`src/rtl/ascii_frame_sequencer.sv`:
```
// Turns a stream of ASCII decimal digits, one frame per terminator byte, into
// unsigned values delivered over valid/ready, with error reporting for bad input.
module ascii_frame_sequencer #(
    parameter int          MAX_DIGITS = 3,
    parameter int          OUT_W      = 8,
    parameter logic [7:0]  TERM       = 8'h0D
) (
    input  logic             clk,
    input  logic             rst,
    input  logic [7:0]       rx_byte,
    input  logic             rx_dv,
    output logic [OUT_W-1:0] val_out,
    output logic             val_valid,
    input  logic             val_ready,
    output logic             err,
    output logic [1:0]       err_code,
    output logic             busy
);
    localparam int ACC_W = OUT_W + 4;
    localparam int CNT_W = $clog2(MAX_DIGITS + 1);
    localparam logic [ACC_W-1:0] MAX_VAL = {4'b0000, {OUT_W{1'b1}}};

    localparam logic [1:0] E_OVERRUN = 2'b00;
    localparam logic [1:0] E_EMPTY   = 2'b01;
    localparam logic [1:0] E_BADCHR  = 2'b10;
    localparam logic [1:0] E_RANGE   = 2'b11;

    typedef enum logic [1:0] {IDLE, ACCUM, HOLD, DISCARD} state_t;

    state_t             state_q;
    logic [ACC_W-1:0]   acc_q;
    logic [CNT_W-1:0]   cnt_q;
    logic               ovr_q;
    logic [OUT_W-1:0]   val_out_q;
    logic               val_valid_q;
    logic               err_q;
    logic [1:0]         err_code_q;
    logic               busy_q;

    logic               is_digit;
    logic               is_term;
    logic [3:0]         dig_val;
    logic [ACC_W-1:0]   acc_d;
    logic               range_bad;
    logic               ovr_d;

    // Low nibble of '0'..'9' is the digit value itself.
    assign is_digit  = (rx_byte >= 8'h30) && (rx_byte <= 8'h39);
    assign is_term   = (rx_byte == TERM);
    assign dig_val   = rx_byte[3:0];
    assign acc_d     = acc_q * ACC_W'(10) + {{(ACC_W-4){1'b0}}, dig_val};
    assign range_bad = (cnt_q == CNT_W'(MAX_DIGITS)) || (acc_d > MAX_VAL);
    // A byte dropped in HOLD on the handshake cycle still decides where we go next.
    assign ovr_d     = rx_dv ? !is_term : ovr_q;

    always_ff @(posedge clk) begin
        if (rst) begin
            state_q     <= IDLE;
            acc_q       <= '0;
            cnt_q       <= '0;
            ovr_q       <= 1'b0;
            val_out_q   <= '0;
            val_valid_q <= 1'b0;
            err_q       <= 1'b0;
            err_code_q  <= E_OVERRUN;
            busy_q      <= 1'b0;
        end else begin
            err_q <= 1'b0;
            case (state_q)
                IDLE: begin
                    if (rx_dv) begin
                        if (is_digit) begin
                            acc_q   <= {{(ACC_W-4){1'b0}}, dig_val};
                            cnt_q   <= CNT_W'(1);
                            state_q <= ACCUM;
                            busy_q  <= 1'b1;
                        end else if (is_term) begin
                            err_q      <= 1'b1;
                            err_code_q <= E_EMPTY;
                        end else if (rx_byte != 8'h0A) begin
                            err_q      <= 1'b1;
                            err_code_q <= E_BADCHR;
                            state_q    <= DISCARD;
                            busy_q     <= 1'b1;
                        end
                    end
                end
                ACCUM: begin
                    if (rx_dv) begin
                        if (is_digit) begin
                            if (range_bad) begin
                                err_q      <= 1'b1;
                                err_code_q <= E_RANGE;
                                state_q    <= DISCARD;
                            end else begin
                                acc_q <= acc_d;
                                cnt_q <= cnt_q + CNT_W'(1);
                            end
                        end else if (is_term) begin
                            val_out_q   <= acc_q[OUT_W-1:0];
                            val_valid_q <= 1'b1;
                            ovr_q       <= 1'b0;
                            state_q     <= HOLD;
                        end else begin
                            err_q      <= 1'b1;
                            err_code_q <= E_BADCHR;
                            state_q    <= DISCARD;
                        end
                    end
                end
                HOLD: begin
                    if (rx_dv) begin
                        err_q      <= 1'b1;
                        err_code_q <= E_OVERRUN;
                        ovr_q      <= ovr_d;
                    end
                    if (val_ready) begin
                        val_valid_q <= 1'b0;
                        if (ovr_d) begin
                            state_q <= DISCARD;
                        end else begin
                            state_q <= IDLE;
                            busy_q  <= 1'b0;
                        end
                    end
                end
                DISCARD: begin
                    if (rx_dv && is_term) begin
                        state_q <= IDLE;
                        busy_q  <= 1'b0;
                    end
                end
                default: begin
                    state_q <= IDLE;
                    busy_q  <= 1'b0;
                end
            endcase
        end
    end

    assign val_out   = val_out_q;
    assign val_valid = val_valid_q;
    assign err       = err_q;
    assign err_code  = err_code_q;
    assign busy      = busy_q;
endmodule

```
`config.mk`:
```
export PLATFORM = sky130hd
export DESIGN_NAME = ascii_frame_sequencer
export DESIGN_NICKNAME = d
export VERILOG_FILES = /design/src/rtl/ascii_frame_sequencer.sv
export SDC_FILE = /design/constraint.sdc
export NUM_CORES = 1
export LEC_CHECK = 0
export CORE_MARGIN = 2
export CORE_UTILIZATION = 55
export DETAILED_ROUTE_END_ITERATION = 7
export PLACE_DENSITY = 0.79
export SYNTH_ARGS = -nofsm -noshare
export SYNTH_HDL_FRONTEND = slang
export SYNTH_SLANG_ARGS = --single-unit
export TNS_END_PERCENT = 30
```
`constraint.sdc`:
```
create_clock -name clk -period 5.9 [get_ports clk]
set_input_delay 1.18 -clock clk [delete_from_list [all_inputs] [get_ports clk]]
set_output_delay 1.18 -clock clk [all_outputs]
set_load 0.01 [all_outputs]
```
==> results of run 1 <==
synth_stat cells, types with 3 or more instances:
cell type / number
a22o_1: 5
xor2_1: 3
dfxtp_1: 29
and3b_1: 3
nor2b_1: 4
nor3b_1: 3
nand2_1: 14
nor2_1: 30
nand3_1: 7
inv_1: 5
xnor2_1: 6
nand2b_1: 5
clkbuf_1: 7
and2_1: 3
o211ai_1: 3
nor3_1: 3
a21oi_1: 7
mux2i_1: 14
o21ai_0: 13
ha_1: 23
a21o_1: 4
worst max-delay path by stage:
stage / cells past startpoint / start / slack, ns / endpoint
global route: 11 / rx_byte[1] / 1.68 / state_q[0]
CTS: 11 / rx_byte[1] / 1.86 / state_q[0]
floorplan: 10 / rx_byte[1] / 2.28 / state_q[0]
global placement: 11 / rx_byte[1] / 1.65 / state_q[0]
finish: 11 / rx_byte[1] / 1.86 / state_q[0]
detailed placement: 11 / rx_byte[1] / 1.57 / state_q[0]
layer usage:
metal  GRT usage, %  wire length (um)
met1           32.0              2370
met2           34.3              1980
met3           4.60               143
met4           6.89                59
met5              0                 0
layout make-up:
class	count	area [sq um]	area share (%)
multi-input combinational	199	1500	60.4
tap	48	60.1	2.41
inverter	5	18.8	0.754
sequential	29	581	23.3
clock buffer	5	68.8	2.77
timing repair buffer	24	240	9.65
clock inverter	3	17.5	0.704
metrics by stage:
| step | power, mW | instance area [sq um] | hold slack (ns) | std cells |
|---|---|---|---|---|
| after CTS | 0.577 | 2490 | 0.477 | 313 |
| after floorplan | 0.362 | 2130 | 0.434 | 241 |
| final | 0.577 | 2490 | 0.472 | 313 |
| after global placement | 0.412 | 2400 | 0.450 | 305 |
| after global routing | 0.613 | 2490 | 0.508 | 313 |
| after detailed placement | 0.413 | 2400 | 0.459 | 305 |
power by group through the flow:
stage / combinational, mW / clock [mW] / sequential (mW)
floorplan: 0.136 / 0 / 0.226
global placement: 0.188 / 0 / 0.224
detailed placement: 0.188 / 0 / 0.225
CTS: 0.190 / 0.166 / 0.220
global route: 0.213 / 0.177 / 0.222
finish: 0.193 / 0.164 / 0.220
cell families after synthesis:
group	Yosys count	share of synthesized area, %
adder cells (fa/ha/maj)	25	15.4
buffers and inverters	13	2.35
XOR/XNOR	9	3.70
AND/OR/NAND/NOR	96	25.8
multiplexers	15	7.10
AO/OA/AOI/OAI	54	18.5
flip-flops	29	27.2
sequential cells by signal (all words and copies together) (netlist names):
name       flops
acc_q         11
val_out        8
cnt_q          2
err_code       2
state_q        2
busy           1
err            1
ovr_q          1
val_valid      1
==> results.cfg, run 1 <==
[status]
run_status = finished, final reports clean

[place]
dpl_worst_slack_ns = 1.57
gp_congestion = 0.857
port_buffers = 24
dp.final_hpwl_mm = 3.40

[hold_path]
hp-start = acc_q[9]
holdPathEnd = acc_q[9]
worstHoldPathCells = 1
hold_path.class = flop to flop

[global_route]
grtUsageTotal_pct = 22.6
antenna_found_initial = 0
first_global_vias = 1604
grt_max_degree = 28
grt_pass1_wl_mm = 7.58
grt_overflow = 0

[final_layout]
fillerInstances = 312
drive_gt1_share_pct = 8.68
final_common_cell = nor2_1
final_nets = 301
mostFrequentLayoutCells = 30 x nor2_1, 29 x dfxtp_1, 24 x clkdlybuf4s50_1
utilization_pct = 67.5
syn_to_final_growth_pct = 16.7
insertedDiodeCount = 0

[die]
initial_core_util_pct = 57.8
dieArea_sq_um = 4390
die_height_um = 66.3
io_pins = 25
rows = 22
fp.coreArea_sq_um = 3690
die_w_um = 66.3

[critical_path]
reg2reg_slack_ns = 2.14
rr_endpoint = acc_q[5]
crit_fanout = 6
critPathSlowestCell = or4_1
critical_path_buf_inv_count = 1
crit_chain = clkdlybuf4s50_1, ha_1, fa_1, a21o_1, and3b_1, and3_1, nor4b_1, o2111ai_1, a21oi_2, or4_1, o31ai_1
r2r-start = acc_q[1]
required_ns = 6.09
critPathKind = primary input to flop
cp_slowest_stage_delay_ns = 0.49
cp-start-kind = primary input
r2r_cells = 11
crit_path_end_kind = flop
arrival_ns = 4.23
cp_top_family = simple AND/OR/NAND/NOR gates

[timing]
skew_ns = 0.00913
min_period_over_period_pct = 68.5
worstMarginPinSlew_ns = 1.13
max_clock_freq_ghz = 0.248
setup_ws_ns = 1.86
hold_viol = 0
rsz0062_at_grt = false
drv_slew = 0
period_minus_slack_ns = 4.04
relSlewSlack_pct = 24.6
finalSetupTns_ns = 0
setup_viol = 0

[clocking]
postCtsSetupBuffers = 0
cts_tree = built
clk_pin_slew_ns = 0.07
cts_buffer_depth = 2
htree_num_levels = 2
clockRootBuffer = clkbuf_8
post_cts_resized = 0
cts.sinks = 29
ctsHoldBuffers = 0
insertion_delay_ns = 0.29
numCtsBuffers = 5

[logic_synthesis]
yosysSeqAreaShare_pct = 27.2
ys_seq_elements = 29
ys_warn_count = 0
ys_types = 60
synth-edff-count = 0
syn_area_sq_um = 2130
yosys-top-cells-area = dfxtp_1 27%, ha_1 13%, mux2i_1 6.6%, nor2_1 5.3%, o21ai_0 3.0%
synth_top_area_share_pct = 27.2
syn-num-nets = 278
synth_flop_cell = dfxtp_1
avgSynthCellArea_sq_um = 8.85
synth_top_cell_by_area = dfxtp_1
async_reset_ff_share_pct = 0
synthCells = 241

[drt]
drtIter0Drc = 129
drc = 0
wl_mm = 4.55
dr.pass1.iters = 4
vias = 1803
vias_per_cell = 5.76
detail_route.wl_per_cell_um = 14.5
ant_nets = 0

[power_and_ir_drop]
p_clk_share_pct = 28.5
switching_power_uw = 203
seqPwrFrac_pct = 38.1
swShare_pct = 35.2
internal-power_uw = 374
pwr-share-comb_pct = 33.4
peakVddDrop_v = 0.000172
powerDensity_nw_per_um2 = 232
p_leak_nw = 1.03

[flow_run]
drv_cap = 0
No activity file was read; power rests on OpenSTA's default activity.
==> inputs of run 2 (changes only) <==
--- a/config.mk
+++ b/config.mk
@@ -6,9 +6,9 @@
 export NUM_CORES = 1
 export LEC_CHECK = 0
 export CORE_MARGIN = 2
-export CORE_UTILIZATION = 55
+export CORE_UTILIZATION = 51
 export DETAILED_ROUTE_END_ITERATION = 7
-export PLACE_DENSITY = 0.79
+export PLACE_DENSITY = 0.77
 export SYNTH_ARGS = -nofsm -noshare
 export SYNTH_HDL_FRONTEND = slang
 export SYNTH_SLANG_ARGS = --single-unit
==> constraint.sdc (replaced) <==
create_clock -name clk -period 3.4 [get_ports clk]
set_input_delay 0.68 -clock clk [delete_from_list [all_inputs] [get_ports clk]]
set_output_delay 0.68 -clock clk [all_outputs]
set_load 0.01 [all_outputs]
==> results.cfg, run 2 (synthesized netlist as in run 1, its figures left out) <==
[die]
initial_core_util_pct = 53.3
io_pins = 25
rows = 23
die_height_um = 68.7
die_w_um = 68.7
dieArea_sq_um = 4720
fp.coreArea_sq_um = 4000

[place]
dpl_worst_slack_ns = -0.175
port_buffers = 24
dp.final_hpwl_mm = 3.59
gp_congestion = 0.825

[final_layout]
drive_gt1_share_pct = 20.6
final_common_cell = nor2_1
syn_to_final_growth_pct = 31.8
final_nets = 323
fillerInstances = 310
insertedDiodeCount = 0
multi_input_area_sq_um = 1610
regArea_sq_um = 583
top_register = acc_q
mostFrequentLayoutCells = 30 x nor2_1, 27 x dfxtp_1, 24 x clkdlybuf4s50_1
largest_reg_flops = 11

[timing]
skew_ns = 0.00965
worstMarginPinSlew_ns = 0.701
period_minus_slack_ns = 3.39
setup_viol = 0
max_clock_freq_ghz = 0.295
min_period_over_period_pct = 99.6
rsz0062_at_grt = true
setup_ws_ns = 0.0137
drv_slew = 0
relSlewSlack_pct = 53.3
holdWs_ns = 0.468
hold_viol = 0

[critical_path]
r2r-start = acc_q[1]
cp-start-kind = primary input
critPathKind = primary input to flop
crit_start = rx_byte[1]
crit_fanout = 5
required_ns = 3.58
arrival_ns = 3.56
crit_path_end_kind = flop
r2r_cells = 12

[clocking]
ctsHoldBuffers = 0
cts_buffer_depth = 2
cts.sinks = 29
clockRootBuffer = clkbuf_8
htree_num_levels = 2
clk_pin_slew_ns = 0.06
numCtsBuffers = 5
cts_tree = built
insertion_delay_ns = 0.29

[hold_path]
worstHoldPathCells = 1
hold_path.class = flop to flop
hp-start = acc_q[9]

[drt]
dr.pass1.iters = 4
wl_mm = 5.24
detail_route.wl_per_cell_um = 15.6
drc = 0
vias = 1969
ant_nets = 0
drtIter0Drc = 82
vias_per_cell = 5.84

[global_route]
met2_usage_pct = 38.6
antenna_found_initial = 0
grt_pass1_wl_mm = 7.96
busiest_layer = met2
first_global_vias = 1793
grtUsageMet1_pct = 28.1
grt_max_degree = 19
met3_usage_pct = 4.38
grtUsageTotal_pct = 22.7
grt_overflow = 0

[power_and_ir_drop]
peakVddDrop_v = 0.000489
powerDensity_nw_per_um2 = 394
p_leak_nw = 1.15

[flow_run]
drv_cap = 0

[status]
run_status = finished, final reports clean
[run 2: cell types whose count changed in the layout (fill, tap and decap cells not counted), sizes merged]
cell	before	now
clkinvlp	1	0
bufinv	0	1
buf	0	22
clkbuf	5	7
clkinv	2	0
[run 2: cell type report]
cell class	count	area share (%)
Timing Repair Buffer	46	14.9
Inverter	5	0.668
Sequential cell	29	20.7
Clock inverter	1	1.07
Multi-Input combinational cell	199	57.4
Clock buffer	7	3.07
Tap cell	50	2.23
[run 2: what timing repair did]
action	in CTS	in global routing
resized for setup	12	9
cloned	0	0
buffers inserted	3	2
endpoints found under the hold margin	0	0
pin swaps	10	12
setup endpoints to repair	14	17
[run 2: power by group]
part           switching [mW]  leakage [nW]  internal [mW]
Sequential             0.0181         0.236          0.366
Clock                   0.136        0.0585          0.239
Combinational           0.200         0.855          0.149
[run 2: stage by stage]
stage | cell area, sq um | setup TNS [ns] | total power [mW] | utilization, % | cells
2_1_floorplan | 2130 | 0 | 0.628 | - | 241
3_3_place_gp | 2540 | -1.05 | 0.719 | 63.5 | 325
3_5_place_dp | 2540 | -1.81 | 0.726 | 63.5 | 325
4_1_cts | 2760 | -0.00538 | 1.10 | 69.0 | 336
5_1_grt | 2810 | -0.435 | 1.16 | 70.3 | 337
6_report | 2810 | 0 | 1.11 | 70.3 | 337
[run 2: final timing paths]
| check | end | slack [ns] |
|---|---|---|
| hold reg to reg | acc_q[9] | 0.47 |
| setup reg to reg | acc_q[4] | 0.03 |
| setup / recovery | acc_q[4] | 0.01 |
| hold / removal | acc_q[9] | 0.47 |
[run 2: metal layers]
metal	share of wire (%)	up-vias
met2	49	65
li1	-	989
met1	45	905
met5	0	-
met3	4.8	10
met4	1.5	0
[run 2: worst max-delay path, stage by stage]
cell	delay, ns
clkdlybuf4s50_1	0.42
ha_1	0.23
fa_1	0.40
a21o_1	0.22
and3b_1	0.20
and3_4	0.16
nor4b_2	0.16
o2111ai_1	0.31
buf_4	0.20
and2_4	0.17
nor4_4	0.04
buf_4	0.18
a22o_1	0.18
==> inputs of run 3 (changes only) <==
--- a/config.mk
+++ b/config.mk
@@ -8,6 +8,7 @@
 export CORE_MARGIN = 2
 export CORE_UTILIZATION = 51
 export DETAILED_ROUTE_END_ITERATION = 7
+export MAX_ROUTING_LAYER = met4
 export PLACE_DENSITY = 0.77
 export SYNTH_ARGS = -nofsm -noshare
 export SYNTH_HDL_FRONTEND = slang
==> results.cfg, run 3 (synthesized netlist as in run 1, its figures left out) <==
[power_and_ir_drop]
swShare_pct = 32.0
p_leak_nw = 1.15
p_clk_share_pct = 33.9
seqPwrFrac_pct = 34.7
switching_power_uw = 354
powerDensity_nw_per_um2 = 394
peakVddDrop_v = 0.000489
internal-power_uw = 754
pwr-share-comb_pct = 31.4

[global_route]
first_global_vias = 1796
grt_pass1_wl_mm = 7.95
grtUsageTotal_pct = 23.3
grt_overflow = 0
grt_max_degree = 19
antenna_found_initial = 0

[clocking]
htree_num_levels = 2
cts_tree = built
insertion_delay_ns = 0.29
cts_buffer_depth = 2
clockRootBuffer = clkbuf_8
clk_pin_slew_ns = 0.06
numCtsBuffers = 5
cts.sinks = 29

[drt]
drc = 0
ant_nets = 0
vias = 1976
detail_route.wl_per_cell_um = 15.6
wl_mm = 5.24
vias_per_cell = 5.86
wl_met2_mm = 2.56
met3_length_um = 309
routed.top_layer = met4
drtIter0Drc = 62
dr.pass1.iters = 4
wl_met1_mm = 2.32

[die]
dieArea_sq_um = 4720
initial_core_util_pct = 53.3
io_pins = 25
rows = 23
die_height_um = 68.7
fp.coreArea_sq_um = 4000
die_w_um = 68.7

[place]
gp_congestion = 0.838
port_buffers = 24
dp.final_hpwl_mm = 3.59
dp.cells = 325
place_area_sq_um = 2540

[hold_path]
worstHoldPathCells = 1
hp-start = acc_q[9]
holdPathEnd = acc_q[9]
hold_path.class = flop to flop

[timing]
rsz0062_at_grt = true
worstMarginPinSlew_ns = 0.712
setup_viol = 0
min_period_over_period_pct = 99.6
max_clock_freq_ghz = 0.295
hold_viol = 0
period_minus_slack_ns = 3.39
relSlewSlack_pct = 52.5
drv_slew = 0
skew_ns = 0.0104

[critical_path]
crit_path_end_kind = flop
required_ns = 3.58
critPathSlowestCell = clkdlybuf4s50_1
crit_fanout = 5
reg2reg_slack_ns = 0.04
r2r-start = acc_q[1]
cp_slowest_stage_delay_ns = 0.42
r2r_cells = 12
rr_endpoint = acc_q[4]
cp-start-kind = primary input
arrival_ns = 3.57
crit_path_frequent_cell = buf_4
crit_chain = clkdlybuf4s50_1, ha_1, fa_1, a21o_1, and3b_1, and3_4, nor4b_2, o2111ai_1, buf_4, and2_4, nor4_4, buf_4, a22o_1
critPathKind = primary input to flop

[final_layout]
syn_to_final_growth_pct = 31.8
insertedDiodeCount = 0
drive_gt1_share_pct = 20.6
stdcell_area_sq_um = 2810
largest_reg_flops = 11
top_register = acc_q
finalNonFillerCells = 337
final_nets = 323
final_common_cell = nor2_1
mostFrequentLayoutCells = 30 x nor2_1, 27 x dfxtp_1, 24 x clkdlybuf4s50_1

[flow_run]
drv_cap = 0

[status]
run_status = finished, final reports clean
run 3: cell counts in the layout (fill, tap and decap cells not counted):
Identical to the previous run, type by type.
run 3: repair_timing:
action | 4_1_cts | 5_1_grt
pin swaps | 10 | 12
resized for setup | 12 | 9
setup endpoints to repair | 14 | 17
setup buffers | 3 | 2
hold buffers | 0 | 0
endpoints found under the hold margin | 0 | 0
run 3: final cells by class:
cell class / instances / area (sq um)
multi-input cells: 199 / 1610
fillers: 310 / 1190
flip-flops and latches: 29 / 583
repair buffers: 46 / 418
clock buffers: 7 / 86.3
well taps: 50 / 62.6
clock inverters: 1 / 30.0
inverters: 5 / 18.8
run 3: critical path: cells and delay by family:
family / cells / cell delay, ns
buf+inv: 3 / 0.80
fa+ha+maj: 2 / 0.63
simple gates: 5 / 0.73
compound gates: 3 / 0.71
run 3: worst max path at each step:
stage / end / slack (ns) / startpoint / cells after the start
after floorplan: acc_q[7] / 0.03 / acc_q[1] / 11
after global placement: acc_q[6] / -0.12 / rx_byte[1] / 12
after detailed placement: acc_q[6] / -0.17 / rx_byte[1] / 12
after CTS: acc_q[3] / -0.005 / acc_q[3] / 12
after global routing: acc_q[4] / -0.08 / rx_byte[2] / 13
final: acc_q[4] / 0.01 / rx_byte[1] / 13
run 3: power groups by stage:
stage / clock network, mW / logic, mW / registers (mW)
final: 0.376 / 0.348 / 0.384
after global routing: 0.386 / 0.384 / 0.387
after CTS: 0.375 / 0.344 / 0.384
after detailed placement: 0 / 0.336 / 0.391
after global placement: 0 / 0.330 / 0.389
after floorplan: 0 / 0.235 / 0.393
run 3: layer usage:
metal	up-vias	GRT usage, %
met4	0	8.75
met5	-	-
li1	985	-
met3	7	4.38
met1	910	28.1
met2	74	38.6
run 3: stage by stage:
step / power (mW) / worst slack [ns] / utilization (%) / hold WS (ns) / TNS (ns)
6_report: 1.11 / 0.0121 / 70.3 / 0.468 / 0
5_1_grt: 1.16 / -0.0775 / 70.3 / 0.500 / -0.435
4_1_cts: 1.10 / -0.00538 / 69.0 / 0.474 / -0.00538
3_5_place_dp: 0.726 / -0.175 / 63.5 / 0.459 / -1.81
3_3_place_gp: 0.719 / -0.117 / 63.5 / 0.459 / -1.05
2_1_floorplan: 0.628 / 0.0259 / - / 0.434 / 0
